<file path="src/rtl/upd7800_clkgen.sv">
// Phase-strobe generator for the uPD7800 core: CP1/CP2 edge strobes and levels,
// a stretched active-low core reset, and a machine-cycle-aligned HOLD freeze.
module upd7800_clkgen #(
  parameter int CLK_DIV      = 1,
  parameter int RESET_CYCLES = 4
) (
  input  logic CLK,
  input  logic RES,
  input  logic HOLD,
  output logic CP1_POSEDGE,
  output logic CP1_NEGEDGE,
  output logic CP2_POSEDGE,
  output logic CP2_NEGEDGE,
  output logic CP1,
  output logic CP2,
  output logic RESETB,
  output logic HOLD_ACK
);

  localparam int                CNT_W    = (CLK_DIV > 1) ? $clog2(CLK_DIV) : 1;
  localparam logic [CNT_W-1:0]  CNT_LAST = CNT_W'(CLK_DIV - 1);
  localparam logic [7:0]        RC_MAX   = 8'(RESET_CYCLES);
  localparam logic [7:0]        RC_LAST  = 8'(RESET_CYCLES - 1);

  typedef enum logic {
    RUN  = 1'b0,
    HELD = 1'b1
  } hold_state_t;

  hold_state_t      hold_state_q;
  logic [CNT_W-1:0] cnt_q;
  logic [1:0]       phase_q;
  logic [7:0]       rst_cnt_q;
  logic [3:0]       strobe_q;   // bit index equals the phase that issued it
  logic             cp1_q;
  logic             cp2_q;
  logic             resetb_q;
  logic             step_d;

  assign step_d = (cnt_q == CNT_LAST);

  always_ff @(posedge CLK) begin
    if (RES) begin
      hold_state_q <= RUN;
      cnt_q        <= '0;
      phase_q      <= 2'd0;
      rst_cnt_q    <= 8'd0;
      strobe_q     <= 4'b0000;
      cp1_q        <= 1'b0;
      cp2_q        <= 1'b0;
      resetb_q     <= 1'b0;
    end else begin
      case (hold_state_q)
        HELD: begin
          strobe_q <= 4'b0000;
          cp1_q    <= 1'b0;
          cp2_q    <= 1'b0;
          if (!HOLD) begin
            hold_state_q <= RUN;
            cnt_q        <= '0;
          end
        end
        RUN: begin
          if (!step_d) begin
            cnt_q    <= cnt_q + 1'b1;
            strobe_q <= 4'b0000;
          end else begin
            cnt_q <= '0;
            // Freeze only on a cycle boundary so a machine cycle is never split.
            if (phase_q == 2'd0 && HOLD) begin
              hold_state_q <= HELD;
              strobe_q     <= 4'b0000;
            end else begin
              strobe_q <= 4'b0001 << phase_q;
              phase_q  <= phase_q + 2'd1;
              case (phase_q)
                2'd0: cp1_q <= 1'b1;
                2'd1: cp1_q <= 1'b0;
                2'd2: cp2_q <= 1'b1;
                2'd3: begin
                  cp2_q <= 1'b0;
                  if (rst_cnt_q < RC_MAX) rst_cnt_q <= rst_cnt_q + 8'd1;
                  if (rst_cnt_q >= RC_LAST) resetb_q <= 1'b1;
                end
              endcase
            end
          end
        end
      endcase
    end
  end

  assign CP1_POSEDGE = strobe_q[0];
  assign CP1_NEGEDGE = strobe_q[1];
  assign CP2_POSEDGE = strobe_q[2];
  assign CP2_NEGEDGE = strobe_q[3];
  assign CP1         = cp1_q;
  assign CP2         = cp2_q;
  assign RESETB      = resetb_q;
  assign HOLD_ACK    = (hold_state_q == HELD);

endmodule

</file>
<file path="config.mk">
export PLATFORM = sky130hd
export DESIGN_NAME = upd7800_clkgen
export DESIGN_NICKNAME = d
export VERILOG_FILES = /design/src/rtl/upd7800_clkgen.sv
export SDC_FILE = /design/constraint.sdc
export NUM_CORES = 1
export LEC_CHECK = 0
export CORE_UTILIZATION = 49
export DETAILED_ROUTE_END_ITERATION = 7
export PLACE_DENSITY_LB_ADDON = 0.1
export SLEW_MARGIN = 5
export SYNTH_ARGS = -nofsm -noshare
export SYNTH_HDL_FRONTEND = slang
export SYNTH_SLANG_ARGS = --single-unit
</file>
<file path="constraint.sdc">
create_clock -name CLK -period 1.7 [get_ports CLK]
set_input_delay 0.17 -clock CLK [delete_from_list [all_inputs] [get_ports CLK]]
set_output_delay 0.17 -clock CLK [all_outputs]
set_load 0.05 [all_outputs]
</file>
Word level (Yosys, flattened, before mapping)

Cells that the tools add are included.

Add/subtract/negate cells: 3
$lt $le $gt $ge: 2
Equal/unequal tests: 8
Shift-type cells: 1
Mux-type cells: 18
Bitwise operators: 3
Reductions and logical operators: 7

Operators with widths:

| cell                                                                                | count |
|---|---|
| 1-bit case mux with 2 select lines                                                  | 6 |
| 5-bit AND reduction                                                                 | 2 |
| 1-bit two-way mux                                                                   | 9 |
| 3-bit AND reduction                                                                 | 3 |
| 8-bit by 1-bit adder with 8-bit output, second input constant                       | 1 |
| 8-bit by 2-bit greater-or-equal comparator with 1-bit output, second input constant | 1 |
| 8-bit by 3-bit < comparator with 1-bit output, second input constant                | 1 |
| 4-bit two-way mux                                                                   | 2 |
| 4-bit case mux with 2 select lines                                                  | 1 |
| 2-bit != test, second input constant                                                | 3 |
| 3-bit by 2-bit != test with 1-bit output, second input constant                     | 2 |
| 2-bit equality test, second input constant                                          | 2 |
| 1-bit by 2-bit left shift with 4-bit output, first input constant                   | 1 |
| 1-bit NOT                                                                           | 3 |
| 2-bit by 1-bit adder with 2-bit output, second input constant                       | 1 |
| 2-bit by 1-bit equality test with 1-bit output, second input constant               | 1 |
| 2-bit logical NOT                                                                   | 1 |
| 1-bit adder, second input constant                                                  | 1 |
| 1-bit logical AND                                                                   | 1 |

Flip-flop bits (word level): 19
Output and inout bits: 8
Word-level logic and storage cells: 50

Depth between registers and ports, before layout

Word-level depth: 5
Depth in mapped cells: 5

Least setup slack after synthesis

No wires, ideal clock.

Kind: register to register
Start point: register phase_q[0]
End point: register rst_cnt_q[0]
Setup time: 0.121 ns
Data arrival time: 1.494 ns
Required time: 1.579 ns
Setup slack: 0.085 ns
Stages on the path, launching flop included: 6
Path buffers: 0
Clock period less this slack: 1.615 ns
Path through: dfxtp_1 > inv_1 > ha_1 > a21oi_2 > and4_4 > mux2_4

Word-level cells in the longest chain between the ends: 4
Elaborated cells on any way between the ends: 5
Those cells by class: 1 x eq/ne; 1 x bitwise; 3 x reduce/logical

RTL lines:

| what                            | RTL line | text |
|---|---|---|
| start, declared                 | 32       | `logic [1:0] phase_q;` |
| start signal, assigned          | 75       | `phase_q <= phase_q + 2'd1;` |
| 2-bit logical NOT               | 70       | `if (phase_q == 2'd0 && HOLD) begin` |
| 1-bit logical AND               | 70       |  |
| 1-bit NOT (no line)             | n/a      |  |
| 5-bit AND reduction (no line) * | n/a      |  |
| end signal, assigned            | 82       | `if (rst_cnt_q < RC_MAX) rst_cnt_q <= rst_cnt_q + 8'd1;` |
| end, declared                   | 33       | `logic [7:0] rst_cnt_q;` |

Every way passes the cells marked *; elsewhere a longest branch is shown, timed or not.
A chain may end at the register's enable or synchronous reset.

Final worst setup path

Start point: register cp2_q, in the netlist CP2
End point: output port CP2

RTL lines:

| what                   | RTL line | text |
|---|---|---|
| start, declared        | 36       | `logic cp2_q;` |
| start signal, assigned | 50       | `cp2_q <= 1'b0;` |
| start signal, assigned | 57       | `cp2_q <= 1'b0;` |
| start signal, assigned | 79       | `2'd2: cp2_q <= 1'b1;` |
| end, declared          | 15       | `output logic CP2,` |

No word-level cell between the ends.

==> impl_results.md <==
- Yosys top cell area share: 51.3%
- Die H: 39.9 um
- Reg-to-Reg Start: phase_q[0]
- Hold Path End: rst_cnt_q[3]
- Max incr delay on CP: 0.81 ns
- Worst min-delay path class: flip-flop to flip-flop
- Synth Area in XOR/XNOR: 1.25%
- Final setup violation count: 0
- Iter 0 DRT Violations: 5
- Post-synth EDFFs: 0
- CTS clock-pin slew for the worst setup and hold paths: 0.10 ns
- HP Start: rst_cnt_q[3]
- Pwr Total: 1.26 mW
- Post-DP HPWL: 794 um
- Total Wirelength: 1100 um
- Complex-gate fraction of the synthesized area: 11.4%
- Final net count: 91
- RSZ-0062 raised after global routing: no
- First-pass GRT wire length: 1820 um
- Pwr per Cell Area: 1450 mW/mm2
- Slowest-stage cell, CP: clkdlybuf4s50_1
- Leak: 0.389 nW
- #FFs+latches synth: 18
- Top_reg_cell synth: dfxtp_1
- Main combinational cell family by area after synthesis: simple AND/OR/NAND/NOR gates
- Die Width: 39.9 um
- Crit path max fanout: 2
- Fin. Hold Viols: 0
- Unique masters post-synth: 22
- Worst reg2reg path depth: 5
- Gp weighted congestion: 0.710
- Status: finished clean
- Relative slew slack: 66.8%
- Post-route design area: 870 um2
- Netlist Area Pre-Place: 702 um2
- CP Capture Type: output port
- Worst R2R Setup Slack: 0.21 ns
- Diode count: 0
- Fin Clk Skew: 0.0115 ns
- Share of layout cells above drive strength 1: 16.0%
- Avg WL per Cell: 11.4 um
- Initial antenna violation count: 0
- Mux contribution to synthesized area: 4.99%
- Vias per cell: 5.00
- Clock tree buffer depth: 2
- Startpoint types: flip-flop
- Final ANT Viol Nets: 0
- Max Fclk: 620 MHz
- Most area-consuming cells after synthesis: dfxtp_1, ha_1, nor2b_1
- Max-slew violations: 0
- TNS Setup: 0 ns
- Share of flip-flops with an asynchronous set or reset: 0%
- CP bufs+invs: 1
- CTS tree: done
- WS Path Type: flip-flop to output port
- Area after DPL: 845 um2
- Worst-Margin Slew: 0.497 ns
- Top Family by Delay on Critical Path: buffers and inverters
- Yosys warnings: 0
- Htree depth: 1
- Row count: 13
- Met3 usage: 8.52%
- Drc violations: 0
- Worst hold slack: 0.475 ns
- Total Routing Usage GR: 18.2%
- Number of hold buffers added after CTS: 0
- I/O Buffers: 10
- Most frequent cells after synthesis: dfxtp_1, nor2_1, nor2b_1
- IO Pins: 11
- Cells after Synth: 65
- Final Cycle Share: 95.0%
- Biggest area consumer among synthesized cells: dfxtp_1
- Worst hold stages: 1
- CTS root buf: clkbuf_4
- Leading cell type by number of instances after synthesis: dfxtp_1
- Syn Nets: 73
- Area share of fa/ha/maj cells after synthesis: 8.91%
- WP data required: 1.53 ns
- Peak VDD IR: 971 uV
- Core area: 0.00132 mm2
- DIE AREA: 0.00159 mm2
- Crit-path cells: clkdlybuf4s50_1
- Vias in the first global route: 436
- Min Tclk post-route: 1.61 ns
- Worst-Skew Late Latency: 0.29 ns
- Post-synthesis simple-gate area fraction: 20.0%
- Arrival time at the worst endpoint: 1.44 ns
- GRT overflow: 0
- Reg2reg end: rst_cnt_q[0]
- Detailed Routing Iterations Pass 1: 4
- Post-synthesis sequential area ratio: 51.3%
- Synth Area per Inst: 10.8 um2
- Number of CTS-inserted buffers: 3
- GRT met1 Usage: 25.3%
- Area grow syn2layout: 23.9%
- Starting Density: 53.3%
- Via count: 480
- CTS Sinks: 18
- Maxcap violations: 0
- Busiest metal layer after global routing: met1
- Largest net degree at the start of global routing: 11
- Met2 usage: 22.1%
[sequential cells by signal (all words and copies together), names as in the netlist]
| name | count |
|---|---|
| rst_cnt_q | 8 |
| strobe_q | 4 |
| phase_q | 2 |
| CP1 | 1 |
| CP2 | 1 |
| HOLD_ACK | 1 |
| RESETB | 1 |
[metal layers]
layer	up-vias	part of all wire [%]
met2	8	42
li1	256	-
met4	0	1.9
met5	-	0
met3	2	4.6
met1	214	51
[kinds of logic after synthesis]
family,Yosys count
AOI/OAI and AO/OA,10
xor gates and xnor gates,1
adders and majority gates,5
buffers and inverters,4
DFF,18
muxes,3
and+or+nand+nor,24
[layout make-up]
type,instances,area [um2]
Timing Repair Buffer,14,130
Inverter,3,11.3
Clock buffer,3,22.5
Tap cell,15,18.8
Multi-Input combinational cell,43,327
Sequential cell,18,360
Fill cell,98,448
[layout by cell type (no fill, tap or decap)]
| master | count |
|---|---|
| a21oi_1 | 2 |
| buf_4 | 5 |
| nor2b_1 | 6 |
| nor2_1 | 8 |
| inv_1 | 3 |
| a22o_1 | 1 |
| a311oi_1 | 1 |
| dlymetal6s2s_1 | 1 |
| nor2b_2 | 1 |
| o211a_1 | 1 |
| clkdlybuf4s50_1 | 8 |
| xnor2_1 | 1 |
| ha_1 | 5 |
| nand2_1 | 5 |
| and3_1 | 2 |
| dfxtp_1 | 18 |
| and4_4 | 1 |
| mux2i_1 | 2 |
| mux2_4 | 1 |
| a211oi_1 | 2 |
| a21oi_2 | 1 |
| a2111oi_0 | 1 |
| clkbuf_4 | 3 |
| a21bo_1 | 1 |
| nor4_4 | 1 |
[worst register-to-register path, cell delays in order, from the launching register on]
cell and delay [ns]:
dfxtp_1 0.34, inv_1 0.08, ha_1 0.26, a21oi_2 0.16, and4_4 0.27, mux2_4 0.29
[timing repair]
action / 4_1_cts / 5_1_grt
buffers inserted: 0 / 0
endpoints found under the setup margin: 0 / 1
gates resized for setup: 0 / 1
[metrics by stage]
step,utilization (%),setup WS [ns],instances
after floorplan,-,0.0851,65
after global placement,64.1,0.182,93
after detailed placement,64.1,0.157,93
after CTS,65.8,0.0543,96
after global routing,66.0,0.0256,96
final,66.0,0.0858,96
[worst max-delay path by stage]
stage | start | to | depth (start not counted)
2_1_floorplan | phase_q[0] | rst_cnt_q[0] | 5
3_3_place_gp | HOLD | rst_cnt_q[0] | 4
3_5_place_dp | HOLD | rst_cnt_q[0] | 4
4_1_cts | RESETB | RESETB | 1
5_1_grt | CP2 | CP2 | 1
6_report | CP2 | CP2 | 1
[power by group]
part,switching (mW),internal (mW)
sequential,0.0330,0.485
clock,0.117,0.0823
combinational,0.321,0.222
total,0.471,0.790
Power figures use the tool's default switching activity.
